`src/rtl/sram_like_arbiter.sv`:
```
// Two-master SRAM-like arbiter onto one shared slave port. An order FIFO of
// source IDs steers each in-order slave response back to the issuing master.
module sram_like_arbiter #(
  parameter int unsigned OUTSTANDING = 2
) (
  input  logic        clk,
  input  logic        reset,
  input  logic        inst_req,
  input  logic        inst_wr,
  input  logic [1:0]  inst_size,
  input  logic [31:0] inst_addr,
  input  logic [31:0] inst_wdata,
  output logic        inst_addr_ok,
  output logic        inst_data_ok,
  output logic [31:0] inst_rdata,
  input  logic        data_req,
  input  logic        data_wr,
  input  logic [1:0]  data_size,
  input  logic [31:0] data_addr,
  input  logic [31:0] data_wdata,
  output logic        data_addr_ok,
  output logic        data_data_ok,
  output logic [31:0] data_rdata,
  output logic        mem_req,
  output logic        mem_wr,
  output logic [1:0]  mem_size,
  output logic [31:0] mem_addr,
  output logic [31:0] mem_wdata,
  input  logic        mem_addr_ok,
  input  logic        mem_data_ok,
  input  logic [31:0] mem_rdata,
  output logic        proto_err
);

  localparam int unsigned CNT_W = $clog2(OUTSTANDING + 1);
  localparam int unsigned PTR_W = (OUTSTANDING > 1) ? $clog2(OUTSTANDING) : 1;

  typedef enum logic [1:0] {IDLE, LOCK_I, LOCK_D} state_t;

  state_t                 state, state_nxt;
  logic [CNT_W-1:0]       count;
  logic [PTR_W-1:0]       rd_ptr, wr_ptr;
  logic [OUTSTANDING-1:0] id_fifo;
  logic                   sel_data, sel_req, full, empty, push, pop, head_id;

  function automatic logic [PTR_W-1:0] ptr_inc(input logic [PTR_W-1:0] p);
    return (p == PTR_W'(OUTSTANDING - 1)) ? '0 : p + PTR_W'(1);
  endfunction

  // Master select: data wins in IDLE; a pending unaccepted request holds the lock.
  always_comb begin
    sel_data = 1'b0;
    case (state)
      IDLE:    sel_data = data_req;
      LOCK_D:  sel_data = 1'b1;
      default: sel_data = 1'b0;
    endcase
  end

  assign full    = (count == CNT_W'(OUTSTANDING));
  assign empty   = (count == '0);
  assign sel_req = sel_data ? data_req : inst_req;

  assign mem_req   = sel_req & ~full;
  assign mem_wr    = sel_data ? data_wr    : inst_wr;
  assign mem_size  = sel_data ? data_size  : inst_size;
  assign mem_addr  = sel_data ? data_addr  : inst_addr;
  assign mem_wdata = sel_data ? data_wdata : inst_wdata;

  assign inst_addr_ok = ~sel_data & mem_addr_ok & ~full;
  assign data_addr_ok =  sel_data & mem_addr_ok & ~full;

  assign push    = mem_req & mem_addr_ok;
  assign pop     = mem_data_ok & ~empty;
  assign head_id = id_fifo[rd_ptr];

  assign inst_data_ok = pop & ~head_id;
  assign data_data_ok = pop &  head_id;
  assign inst_rdata   = mem_rdata;
  assign data_rdata   = mem_rdata;

  always_ff @(posedge clk) begin
    if (reset) state <= IDLE;
    else       state <= state_nxt;
  end

  // Lock is taken when the slave stalls and released on accept or request withdrawal.
  always_comb begin
    state_nxt = state;
    if (!full) begin
      case (state)
        IDLE:    if (mem_req && !mem_addr_ok) state_nxt = sel_data ? LOCK_D : LOCK_I;
        LOCK_I:  if (!inst_req || mem_addr_ok) state_nxt = IDLE;
        LOCK_D:  if (!data_req || mem_addr_ok) state_nxt = IDLE;
        default: state_nxt = IDLE;
      endcase
    end
  end

  // Order FIFO; a response arriving while empty is dropped and flagged.
  always_ff @(posedge clk) begin
    if (reset) begin
      count     <= '0;
      rd_ptr    <= '0;
      wr_ptr    <= '0;
      id_fifo   <= '0;
      proto_err <= 1'b0;
    end else begin
      if (push) begin
        id_fifo[wr_ptr] <= sel_data;
        wr_ptr          <= ptr_inc(wr_ptr);
      end
      if (pop) rd_ptr <= ptr_inc(rd_ptr);
      case ({push, pop})
        2'b10:   count <= count + CNT_W'(1);
        2'b01:   count <= count - CNT_W'(1);
        default: count <= count;
      endcase
      if (mem_data_ok && empty) proto_err <= 1'b1;
    end
  end

endmodule

```
`config.mk`:
```
export PLATFORM = sky130hd
export DESIGN_NAME = sram_like_arbiter
export DESIGN_NICKNAME = d
export VERILOG_FILES = /design/src/rtl/sram_like_arbiter.sv
export SDC_FILE = /design/constraint.sdc
export NUM_CORES = 1
export LEC_CHECK = 0
export BUFFER_PORTS_ARGS = -buffer_cell sky130_fd_sc_hd__buf_2
export CORE_AREA = 2 2 120 122
export DETAILED_ROUTE_END_ITERATION = 10
export DIE_AREA = 0 0 122 124
export GPL_ROUTABILITY_DRIVEN = 0
export REMOVE_ABC_BUFFERS = 1
export SYNTH_ARGS = -nofsm -noshare
export SYNTH_HDL_FRONTEND = slang
export SYNTH_SLANG_ARGS = --single-unit
```
`constraint.sdc`:
```
create_clock -name clk -period 2.2 [get_ports clk]
set_input_delay 0.11 -clock clk [delete_from_list [all_inputs] [get_ports clk]]
set_output_delay 0.11 -clock clk [all_outputs]
set_load 0.02 [all_outputs]
```
==> impl_results.md, run 1 <==
* # setup viols final at 0
* Area contributors post-synth: mux2_2, buf_4, dfxtp_1, nor2_1, buf_2
* Num Clock Sinks at 9
* Port bufs at 212
* CTS H-tree lvls at 1
* Fill cells at 1564
* First-pass GRT wire length at 12600 um
* CP required at 2370 ps
* Fin nets at about 520
* Net Switching at 0.798 mW
* Clock share of power at 0.178
* Post-CTS sizing at 0
* Sw Ratio at 0.442
* Final worst-path cycle share at 0.836
* Vias at 1962
* CTS Hold Buffers Added at 0
* Reg clk slew, reported paths at around 40 ps
* Routed WL at 9730 um
* Power per cell area at between 600 and 700 nW/um2
* Synth-to-Final Area Change at 50.6%
* Cells after synthesis at 195
* Yosys cell types at 31
* Worst-skew pair later-pin latency at roughly 240 ps
* Leading area contributor after synthesis: mux2_2
* Hold Slack at 116 ps
* I/O pin cnt at a little over 300
* Worst Tran Pin Value at 286 ps
* LEAKAGE at 1.35 nW
* Power consumption at 1.81 mW
* Total track usage at 0.116
* Fmax at 544 MHz
* Wire per inst at 18.6 um
* Initial Util at 0.128
* Yosys reg bits at 9
* Clock Skews at 2.32 ps
* DR pass1 iterations at 4
* Gate power share at 0.689
* Startpoint Class: flop
* Die Ht at approximately 120 um
* Diodes inserted at 0
* Crit path max fanout at 6
* Final Hold Viols at 0
* CTS buffer count at 3
* CTS tree: built
* Antenna violations before repair at 0
* Multi-input gate area at 1060 um2
* Grt ovf at 0
* RSZ-0062 raised after global routing: no
* Post-CTS Setup Bufs at 0
* Die ar. at 15100 um2
* Vias in the first global route at 1884
* Part of the power in registers at 0.134
* DR DRC count at 0
* FF+latch area at 180 um2
* Tmin final at 1840 ps
* CP Class: reg2reg
* Crit path DAT at roughly 2000 ps
* HP Class: in2reg
* Slew HR at 0.810
* Max clock buf depth at 2
* Placed instance count at 518
* Root buffer cell: clkbuf_16
* Warnings from Yosys at 0
* Endpoint type of the worst setup path: flop
* Status: completed
* Vias per inst at 3.76
* Post-Syn Area at 1760 um2
* DP Area at 2570 um2
* Post-route cell area at between 2000 and 3000 um2
* # rows at 43
* Die Span X at around 120 um
* Sequential share of the synthesized area at 0.103
* Routed Antenna Nets at 0
* Syn avg cell area at 9.01 um2
* Max Cap Viol at 0
* Fin cells at about 520
* HPWL reported at the end of detailed placement at 8500 um
* P_int at between 1 and 1.5 mW
* Layout cells sized above 1 at 0.851
* Core region area at between 10000 and 15000 um2
* Yosys top cell area share at 0.429
* Max VDD drop at 0.261 mV
* Slew Viols, Final at 0
* Largest net degree at the start of global routing at roughly 50
* DRT iter0 DRCs at 44
==> final timing paths <==
kind | start | end | slack, ps | cells past startpoint
setup reg to reg | count[0] | count[1] | 360 | 6
setup / recovery | count[0] | count[1] | 360 | 6
hold / removal | mem_data_ok | proto_err | 120 | 3
hold reg to reg | proto_err | proto_err | 460 | 2
==> power groups by stage <==
stage          clock, mW  combinational (mW)  sequential, mW
2_1_floorplan          0               0.784           0.241
3_3_place_gp           0                1.26           0.243
3_5_place_dp           0                1.26           0.245
4_1_cts            0.328                1.27           0.242
5_1_grt            0.337                1.35           0.248
6_report           0.321                1.24           0.242
==> synthesized netlist by cell type (all sizes together) <==
library cell / n
and3: 1
o31ai: 1
a21oi: 4
mux2: 67
nor3b: 1
inv: 1
nor2b: 2
o22ai: 1
ha: 1
xor2: 2
nand2b: 3
or2: 2
or2b: 1
mux2i: 2
nand3: 1
nor3: 1
clkbuf: 1
dfxtp: 9
and2b: 1
nand2: 1
a21boi: 1
xnor2: 1
nand3b: 1
or3: 2
o21ai: 4
nor2: 11
buf: 71
o21bai: 1
==> routing by layer <==
metal / routed length (um) / global-route usage / vias up
met1: 3940 / 0.148 / 860
li1: - / - / 901
met4: 42 / 0.0122 / 2
met3: 1610 / 0.0902 / 9
met5: 57 / 0.0521 / -
met2: 4080 / 0.152 / 190
==> flip-flops by register name, summed over array words and instances, names as in the netlist <==
name and cells:
proto_err 1, rd_ptr 1, count 2, id_fifo 2, wr_ptr 1, state 2
==> layout make-up <==
cell class / instances / area share
Clock buffer: 4 / 0.0298
Inverter: 1 / 0.00142
Multi-Input combinational cell: 113 / 0.401
Sequential cell: 9 / 0.0681
Tap cell: 180 / 0.0851
Timing Repair Buffer: 215 / 0.414
==> cell families after synthesis <==
family / after synthesis / synth area share
mux: 69 / 0.441
buf+inv: 73 / 0.298
simple gates: 28 / 0.0890
fa+ha+maj: 1 / 0.00712
xor+xnor: 3 / 0.0150
compound gates: 12 / 0.0477
flops: 9 / 0.103
==> placed cells by master (no fill, tap or decap), types with 2 or more instances in the layout <==
cell,instances
buf_2,212
mux2_2,67
nor2_1,11
dfxtp_1,9
o21ai_0,4
a21oi_1,4
nand2b_1,3
clkbuf_16,3
mux2i_1,2
nor2b_1,2
xor2_1,2
buf_4,2
==> worst max-delay path, cell delays in order, from the launching register on <==
cell     delay [ps]
dfxtp_1         420
or2b_2          180
nand2_2          70
or2_2           280
ha_1            330
or3_1           350
a21oi_1         140
==> through the flow <==
| stage | utilization | worst slack (ps) | TNS [ps] |
|---|---|---|---|
| global placement | 0.187 | 396 | 0 |
| floorplan | - | -543 | -38050 |
| global route | 0.193 | 236 | 0 |
| detailed placement | 0.187 | 358 | 0 |
| CTS | 0.193 | 350 | 0 |
| finish | 0.193 | 361 | 0 |
No activity file was read; power rests on OpenSTA's default activity.
==> inputs of run 2 (changes only) <==
- clock period: 2.2 -> 1.76 ns (I/O delays scaled with it)
==> impl_results.md, run 2 (synthesis gave the netlist of run 1 again) <==
* Crit path DAT at 1680 ps (-320 ps)
* Diodes inserted at 0 (unchanged)
* Tmin final at 1770 ps
* Core region area at 13700 um2 (unchanged)
* Grt ovf at 0 (unchanged)
* Routed WL at 10200 um (+4.5%)
* Worst-skew pair later-pin latency at 240 ps (about the same)
* Failing checks: setup timing
* Final Hold Viols at 0 (unchanged)
* Worst Tran Pin Value at 208 ps (-77.6 ps)
* Slew HR at 0.860 (+0.0502)
* R2r endpoint: count[1]
* Post-Place Setup Slack at -0.0308 ps (-358 ps)
* Antenna violations before repair at 0 (unchanged)
* Port bufs at 212 (unchanged)
* Gate power share at 0.734 (+0.045)
* RSZ-0062 raised after global routing: yes
* Die ar. at 15100 um2 (unchanged)
* Largest net degree at the start of global routing at 41 (-20%)
* LEAKAGE at 1.50 nW (+11%)
* Num Clock Sinks at 9 (unchanged)
* Status: complete, but fails checks
* Clock Skews at 1.56 ps (-0.761 ps)
* CTS Hold Buffers Added at 0 (unchanged)
* HP Class: in2reg
* Synth-to-Final Area Change at 68.4%
* Die Ht at 124 um (unchanged)
* Initial Util at 0.128 (unchanged)
* Biggest regs: count: 2 flops, id_fifo: 2 flops, state: 2 flops
* Worst Setup EP: mem_wdata[7]
* CTS buffer count at 3 (unchanged)
* Max clock buf depth at 2 (unchanged)
* Post-route setup TNS at -30.6 ps (-30.6 ps)
* Max VDD drop at 0.372 mV (+42%)
* Commonest cells after routing, fill and taps aside: buf_2, mux2_2, buf_4, nor2_1, buf_6
* Reg clk slew, reported paths at 40 ps (about the same)
* Startpoint Class: flop
* Part of the power in registers at 0.108 (-0.026)
* CTS H-tree lvls at 1 (unchanged)
* DRT iter0 DRCs at 38 (-14%)
* CP required at 1670 ps (-700 ps)
* Wire per inst at 19.1 um (+2.4%)
* CP Class: reg2out
* Total track usage at 0.115 (-0.000846)
* Final worst-path cycle share at 1.01
* Max Cap Viol at 0 (unchanged)
* First-pass GRT wire length at 12400 um (-1.6%)
* Net Switching at 1.09 mW (+36%)
* Fill cells at 1548 (-1.0%)
* Clock share of power at 0.158 (-0.020)
* Die Span X at 122 um (unchanged)
* Root buffer cell: clkbuf_16
* Sw Ratio at 0.417 (-0.0245)
* DR pass1 iterations at 4 (unchanged)
* CP startpoint: state[1]
* Reg2reg start: state[0]
* DR DRC count at 0 (unchanged)
* I/O pin cnt at 309 (unchanged)
* Crit path max fanout at 20 (+14)
* R2r setup slk at 80 ps (-280 ps)
* Slew Viols, Final at 0 (unchanged)
* P_int at 1.52 mW (+50%)
* Power per cell area at 880 nW/um2 (+29%)
* Vias per inst at 3.83 (+1.9%)
* Vias in the first global route at 1883 (-0.053%)
* Fmax at 564 MHz
* # rows at 43 (unchanged)
* Vias at 2042 (+4.1%)
* Commonest non-fill, non-tap cell in the layout: buf_2
* Endpoint type of the worst setup path: output port
* Routed Antenna Nets at 0 (unchanged)
* FF+latch area at 181 um2 (+0.69%)
* Multi-input gate area at 1100 um2 (+3.5%)
* # setup viols final at 5 (+5)
* Layout cells sized above 1 at 0.864 (+0.0131)
* HPWL reported at the end of detailed placement at 8530 um (+0.31%)
* CTS tree: built
* Reg2Reg Depth at 7 (+1)
* Fin nets at 527 (+2.1%)
* Final worst setup slack at -11.5 ps (-373 ps)
run 2: worst min-delay path by stage:
stage | startpoint | endpoint | slack [ps] | cells after the start
CTS | mem_data_ok | proto_err | 120 | 3
finish | mem_data_ok | proto_err | 120 | 3
global route | mem_data_ok | proto_err | 130 | 3
global placement | mem_rdata[14] | data_rdata[14] | 180 | 0
detailed placement | mem_rdata[14] | data_rdata[14] | 180 | 0
floorplan | reset | count[1] | 160 | 1
run 2: power groups by stage:
stage / Clock, mW / Sequential, mW / Combinational [mW]
6_report: 0.412 / 0.282 / 1.91
5_1_grt: 0.427 / 0.286 / 2.05
4_1_cts: 0.422 / 0.280 / 1.76
3_5_place_dp: 0 / 0.284 / 1.68
3_3_place_gp: 0 / 0.282 / 1.68
2_1_floorplan: 0 / 0.302 / 0.980
run 2: what timing repair did:
item | CTS | global route
buffers inserted | 0 | 1
pin swaps | 0 | 2
gates resized for setup | 22 | 33
gates cloned | 0 | 2
endpoints found under the setup margin | 57 | 68
run 2: metal layers:
layer / vias up / wire [um] / track usage
met5: - / 57 / 0.0521
met4: 2 / 55 / 0.0144
li1: 923 / - / -
met1: 908 / 4050 / 0.145
met2: 199 / 4430 / 0.155
met3: 10 / 1580 / 0.0856
run 2: cell type report:
| class | instances | area share |
|---|---|---|
| well taps | 180 | 0.0761 |
| inverters | 1 | 0.00127 |
| flip-flops and latches | 9 | 0.0613 |
| clock buffers | 4 | 0.0266 |
| multi-input cells | 113 | 0.371 |
| repair buffers | 226 | 0.463 |
run 2: worst max-delay path, cell delays in order (launching register included):
cell and delay, ps:
dfxtp_1 300, buf_4 150, o21bai_4 120, buf_12 150, buf_16 160, mux2_2 380, buf_2 170
run 2: through the flow:
step	total power, mW	hold slack (ps)	cell area (um2)	util	instances
after floorplan	1.28	157	1240	-	123
after global placement	1.97	176	2640	0.192	526
after detailed placement	1.97	176	2640	0.192	526
after CTS	2.46	121	2790	0.203	530
after global routing	2.76	135	2960	0.216	533
final	2.60	119	2960	0.216	533
